$ cat config.mk
export PLATFORM = sky130hd
export DESIGN_NAME = integ_sched
export DESIGN_NICKNAME = d
export VERILOG_FILES = /design/src/rtl/integ_sched.sv
export SDC_FILE = /design/constraint.sdc
export NUM_CORES = 1
export LEC_CHECK = 0
export BUFFER_PORTS_ARGS = -buffer_cell sky130_fd_sc_hd__buf_2
export CORE_UTILIZATION = 34
export DETAILED_ROUTE_END_ITERATION = 6
export HOLD_SLACK_MARGIN = 0.15
export PLACE_DENSITY = 0.53
export SETUP_SLACK_MARGIN = 0.15
export SYNTH_ARGS = -nofsm -noshare
export SYNTH_HDL_FRONTEND = slang
export SYNTH_SLANG_ARGS = --single-unit
$ cat constraint.sdc
create_clock -name clk -period 18.7 [get_ports clk]
set_input_delay 5.61 -clock clk [delete_from_list [all_inputs] [get_ports clk]]
set_output_delay 5.61 -clock clk [all_outputs]
set_load 0.02 [all_outputs]
$ cat src/rtl/integ_sched.sv
// Round-robin integrator: NCH channel accumulators share one signed W-bit adder (IDLE/ADD/WB).
// Define INTEG_SCHED_SAT_EN to clamp on signed overflow and expose sticky sat flags; default wraps.
module integ_sched #(
   parameter int NCH = 3,
   parameter int W   = 32
) (
   input  logic             clk,
   input  logic             rst,
   input  logic             en,
   input  logic [NCH-1:0]   req,
   input  logic [NCH*W-1:0] data,
   input  logic [NCH-1:0]   clear,
   output logic [NCH-1:0]   ack,
   output logic [NCH*W-1:0] sum,
   output logic [NCH-1:0]   sat,
   output logic             busy
);

   localparam int IW = (NCH > 1) ? $clog2(NCH) : 1;

   typedef enum logic [1:0] {IDLE, ADD, WB} state_t;

   state_t        state;
   state_t        state_next;
   logic [IW-1:0] last;
   logic [IW-1:0] grant;
   logic [IW-1:0] gsel;
   logic          grant_valid;
   logic [W-1:0]  operand;
   logic [W-1:0]  sum_next;
   logic [W-1:0]  result;
   logic [W-1:0]  wb_value;
   logic [W-1:0]  acc [NCH];

   // Scan from the far end so the nearest requester after 'last' is the final (winning) assignment.
   always_comb begin
      int idx;
      grant       = last;
      grant_valid = 1'b0;
      idx         = 0;
      for (int k = NCH; k >= 1; k--) begin
         idx = (int'(last) + k) % NCH;
         if (req[idx]) begin
            grant       = IW'(idx);
            grant_valid = 1'b1;
         end
      end
   end

   always_ff @(posedge clk or posedge rst) begin
      if (rst)
         state <= IDLE;
      else if (en)
         state <= state_next;
   end

   always_comb begin
      state_next = state;
      case (state)
         IDLE:    if (grant_valid) state_next = ADD;
         ADD:     state_next = WB;
         WB:      state_next = IDLE;
         default: state_next = IDLE;
      endcase
   end

   always_comb begin
      busy = (state != IDLE);
      ack  = '0;
      if (state == WB && en)
         ack[gsel] = 1'b1;
   end

   assign sum_next = acc[gsel] + operand;

`ifdef INTEG_SCHED_SAT_EN
   logic           result_ovf;
   logic [NCH-1:0] sat_r;

   // On overflow both operands share a sign, so the operand sign picks the clamp direction.
   always_comb begin
      wb_value = result;
      if (result_ovf)
         wb_value = operand[W-1] ? {1'b1, {(W-1){1'b0}}} : {1'b0, {(W-1){1'b1}}};
   end

   assign sat = sat_r;
`else
   assign wb_value = result;
   assign sat      = '0;
`endif

   // Clear is applied after the WB write so it wins on a collision with the same channel.
   always_ff @(posedge clk or posedge rst) begin
      if (rst) begin
         last    <= IW'(NCH - 1);
         gsel    <= '0;
         operand <= '0;
         result  <= '0;
         for (int i = 0; i < NCH; i++)
            acc[i] <= '0;
`ifdef INTEG_SCHED_SAT_EN
         result_ovf <= 1'b0;
         sat_r      <= '0;
`endif
      end else if (en) begin
         case (state)
            IDLE: begin
               if (grant_valid) begin
                  gsel    <= grant;
                  operand <= data[grant*W +: W];
               end
            end
            ADD: begin
               result <= sum_next;
`ifdef INTEG_SCHED_SAT_EN
               result_ovf <= (acc[gsel][W-1] == operand[W-1]) && (sum_next[W-1] != operand[W-1]);
`endif
            end
            WB: begin
               acc[gsel] <= wb_value;
               last      <= gsel;
`ifdef INTEG_SCHED_SAT_EN
               if (result_ovf)
                  sat_r[gsel] <= 1'b1;
`endif
            end
            default: ;
         endcase
         for (int i = 0; i < NCH; i++) begin
            if (clear[i]) begin
               acc[i] <= '0;
`ifdef INTEG_SCHED_SAT_EN
               sat_r[i] <= 1'b0;
`endif
            end
         end
      end
   end

   for (genvar i = 0; i < NCH; i++) begin : g_pack
      assign sum[i*W +: W] = acc[i];
   end

endmodule

* Word-level counts from Yosys, hierarchy flattened *
Cells that the tools add are included.

word-level totals
  output and inout bits = 103
  flip-flop bits (word level) = 166
  word-level logic and storage cells = 72
  input bits = 105

cells by class
  mux-type cells = 30
  bitwise operators = 1
  $add $sub $neg = 4
  reductions and logical operators = 15
  shift-type cells = 1
  eq/ne operators = 3
  order comparisons = 7
  divide/modulo/power cells = 3

operators with widths
  cell                   number
  $mux 32                6
  $bwmux 96              1
  $lt 32x4->1 const B    3
  $mod 32x3->32 const B  3
  $mux 96                1
  $shiftx 96x8->32       1
  $bmux 32 s2            1
  $demux 32 s2           1
  $add 32x32->32         1
  $reduce_and 2->1       6
  $mux 1                 10
  $mux 2                 4
  $reduce_bool 2->1      4
  $add 2x2->3 const B    2
  $bmux 1 s2             3
  $pmux 2 s2             1
  $add 2x1->3 const B    1
  $ge 3x3->1 const B     1
  $logic_and 1x1->1      3
  $lt 2x3->1 const B     1
  $lt 3x1->1 const B     1
  $mux 3                 1
  $not 2->3              1
  $reduce_and 3->1       1
  other kinds (6)        6

* Longest topological paths before layout *
  word-level depth = 10
  depth in mapped cells = 15
  gate-level depth less buffers = 12

* Worst setup path before layout *
No wires, ideal clock.

  path type = input to output
  from = in en
  to = out ack[2]
  cell stages on the path = 2
  data required time = 13.090 ns
  arrival = 6.419 ns
  path slack = 6.671 ns
  buffers on the path = 0
  cell sequence = nand3_1 nor3b_1

on the way
  cells in the longest elaborated chain, start to end = 2

RTL lines
  element             RTL line  text
  start: declaration  9         input logic en,
  $logic_and 1x1->1   70        if (state == WB && en)
  $mux 3              70
  end: declaration    13        output logic [NCH-1:0] ack,

No other way between the ends.

* Worst setup path in the final report *
Same ends and word-level chain as after synthesis.

==> impl_metrics.toml <==
[critical_path]
worst_ep_arrival_time_ps = 6990
reg2reg_depth = 12
crit_start = "en"
slowest_stage = "nor3b_1"
crit_chain = "buf_2 > nand3_1 > nor3b_1 > buf_2"
end_kind = "primary output"
critPathKind = "input port to primary output"
slowest_delay_ps = 550
worstPathMaxFanout = 8
crit_path_start_kind = "input port"
r2r_start = "gsel[1]$_DFFE_PP0P_"
rrSetupSlack_ps = 14740
cp.required_ps = 13090
crit_path_frequent_cell = "buf_2"
reg2reg_to = "result[31]$_DFFE_PP0P_"

[floorplanning]
die_h_um = 166
die_w_um = 166
core_mm2 = 0.0262
die-area_mm2 = 0.0275
initial_core_util_pct = 34.9
num_rows = 59
num_io_pins = 208

[synthesis]
yosys.area.top_type = "dfrtp_1"
synth_most_common_cell = "dfrtp_1"
ys_seq_area_share_pct = 45.5
ys_warn_count = 0
ys_types = 64
synth_fa_ha_area_share_pct = 4.85
synth_top_family_by_area = "compound AO/OA/AOI/OAI gates"
synth-simple-area-share_pct = 9.92
netlist_top_cells_area = "dfrtp_1, a22o_1, mux2i_1"
synthFlopType = "dfrtp_1"
synth_seq_cells = 166
async_flop_share_pct = 100
synth_mux_area_share_pct = 6.83
synth_common_cells = "dfrtp_1, nand2_1, a22o_1, mux2i_1, clkbuf_1"
synth-edff-count = 0
syn_avg_cell_area_um2 = 9.96
synth_top_area_share_pct = 45.2
synth_xor_area_share_pct = 2.30
synth_area_mm2 = 0.00914
syn_inst = 918
synth_compound_area_share_pct = 26.4

[finish]
post-route-util_pct = 42.1
nets = 1221
final_layout_size_suffix_gt1_share_pct = 24.8
antenna_cells = 0
area_growth_pct = 20.8
stdcell_count = 1429

[routing]
drt-initial-drc-count = 372
drc = 11
via_per_inst = 5.43
drtPass1Iterations = 6
wl_per_cell_um = 18.3
via_count = 7762
wirelength_mm = 26.2
ant_nets = 0

[cts]
clockBufferDepth = 2
cts_hold_buf = 0
cts_tree = "done"
htreeDepth = 4
cts-resized-gates = 0
cts-root-buf = "clkbuf_16"
clk_latency_ps = 430
cts_num_sinks = 166
numCtsBuffers = 17
cts_setup_buffers = 0
clk_pin_slew_ps = 70

[timing]
fin_ws_ps = 6100
fin_crit_ps = 12600
fin_crit_sh_pct = 67.4
fmax_mhz = 79.4
finalHoldViolCount = 0
tns_ps = 0
slew_headroom_pct = 23.6
setup-violations-final = 0
rsz0062_at_grt = "no"
maxSlewViolCount = 0
skew_ps = 13.1
tightest_slew_ps = 1140

[worst_hold_path]
hold_depth = 1
hp-class = "register to register"
min_to = "operand[20]$_DFFE_PP0P_"
hold_start = "operand[20]$_DFFE_PP0P_"

[placement]
dp_cells = 1398
dpl.hpwl_mm = 18.3
place.port_buffers = 204
place_congestion = 0.826
dp_slack_ps = 6120

[job]
maxCapViolCount = 0

[grt]
grt_first_pass_wirelength_mm = 41.6
grt-ovfl-total = 0
grt_use_total_pct = 19.3
antenna_found_initial = 0
grt_max_degree = 100
first_global_vias = 7424

[pwr]
powerDensity_mw_per_mm2 = 140
irDropWorstVdd_mv = 0.104
power.leakage_nw = 5.58

[run_status]
outcome = "finished, violations left"
violations = "DRC"
-- state kept, by name (all words and copies together) (netlist names) --
signal and count:
sum 96, operand 32, state 2, last 2
result 32, gsel 2
-- layout make-up --
cell class / instances / area [µm²]
flip-flops and latches: 166 / 4160
inverters: 20 / 80.1
fillers: 2630 / 15200
clock buffers: 18 / 439
multi-input cells: 661 / 4680
clock inverters: 13 / 148
well taps: 335 / 419
repair buffers: 216 / 1110
-- cells by family after synthesis --
kind of cell             count (synthesis)
multiplexers                            62
flip-flops                             166
other                                    1
XOR/XNOR                                24
adder cells (fa/ha/maj)                 35
buffers and inverters                   93
AO/OA/AOI/OAI                          332
AND/OR/NAND/NOR                        205
-- critical path: cells and delay by family --
family	cells	cell delay (ps)
buffers and inverters	2	530
AND/OR/NAND/NOR	2	850
-- worst max-delay path by stage --
stage                         to  slack (ps)  cells past startpoint
after floorplan           ack[2]        6670                      2
after global placement    ack[2]        6160                      4
after detailed placement  ack[2]        6120                      4
after CTS                 ack[2]        6110                      4
after global routing      ack[2]        6000                      4
final                     ack[2]        6100                      4
-- power by group --
| group | switching, mW | internal (mW) |
|---|---|---|
| logic | 0.401 | 0.246 |
| clock network | 0.157 | 0.202 |
| registers | 0.0988 | 0.444 |
| total | 0.657 | 0.892 |
-- metal layers --
layer	vias up	wire length (µm)	track usage (%)
li1	3748	-	-
met1	3810	12900	27.4
met2	185	11900	30.0
met3	19	1140	3.29
met4	0	274	5.36
met5	-	0	0
-- cells in the final DEF, fill, tap and decap left out, drive strengths merged, types with 4 or more instances in the layout --
cell type	count
o21bai	11
a22o	96
o21ai	51
xor2	8
nor3	6
nand2	115
ha	33
nor2	33
dfrtp	165
a31oi	11
a21o	32
clkinvlp	4
a22oi	9
nand4	8
clkbuf	18
and3	4
a21oi	31
nor3b	4
nand3	15
and2	4
xnor2	16
buf	216
a211oi	26
mux2i	59
inv	25
o211ai	6
o22ai	33
-- per-stage QoR --
step / cell area [µm²] / total power, mW / hold WS [ps]
after global placement: 10500 / 1.19 / 469
final: 11000 / 1.55 / 490
after global routing: 11000 / 1.66 / 504
after floorplan: 9150 / 1.01 / 456
after detailed placement: 10500 / 1.20 / 475
after CTS: 11000 / 1.57 / 491
(Power assumes the default switching activity.)
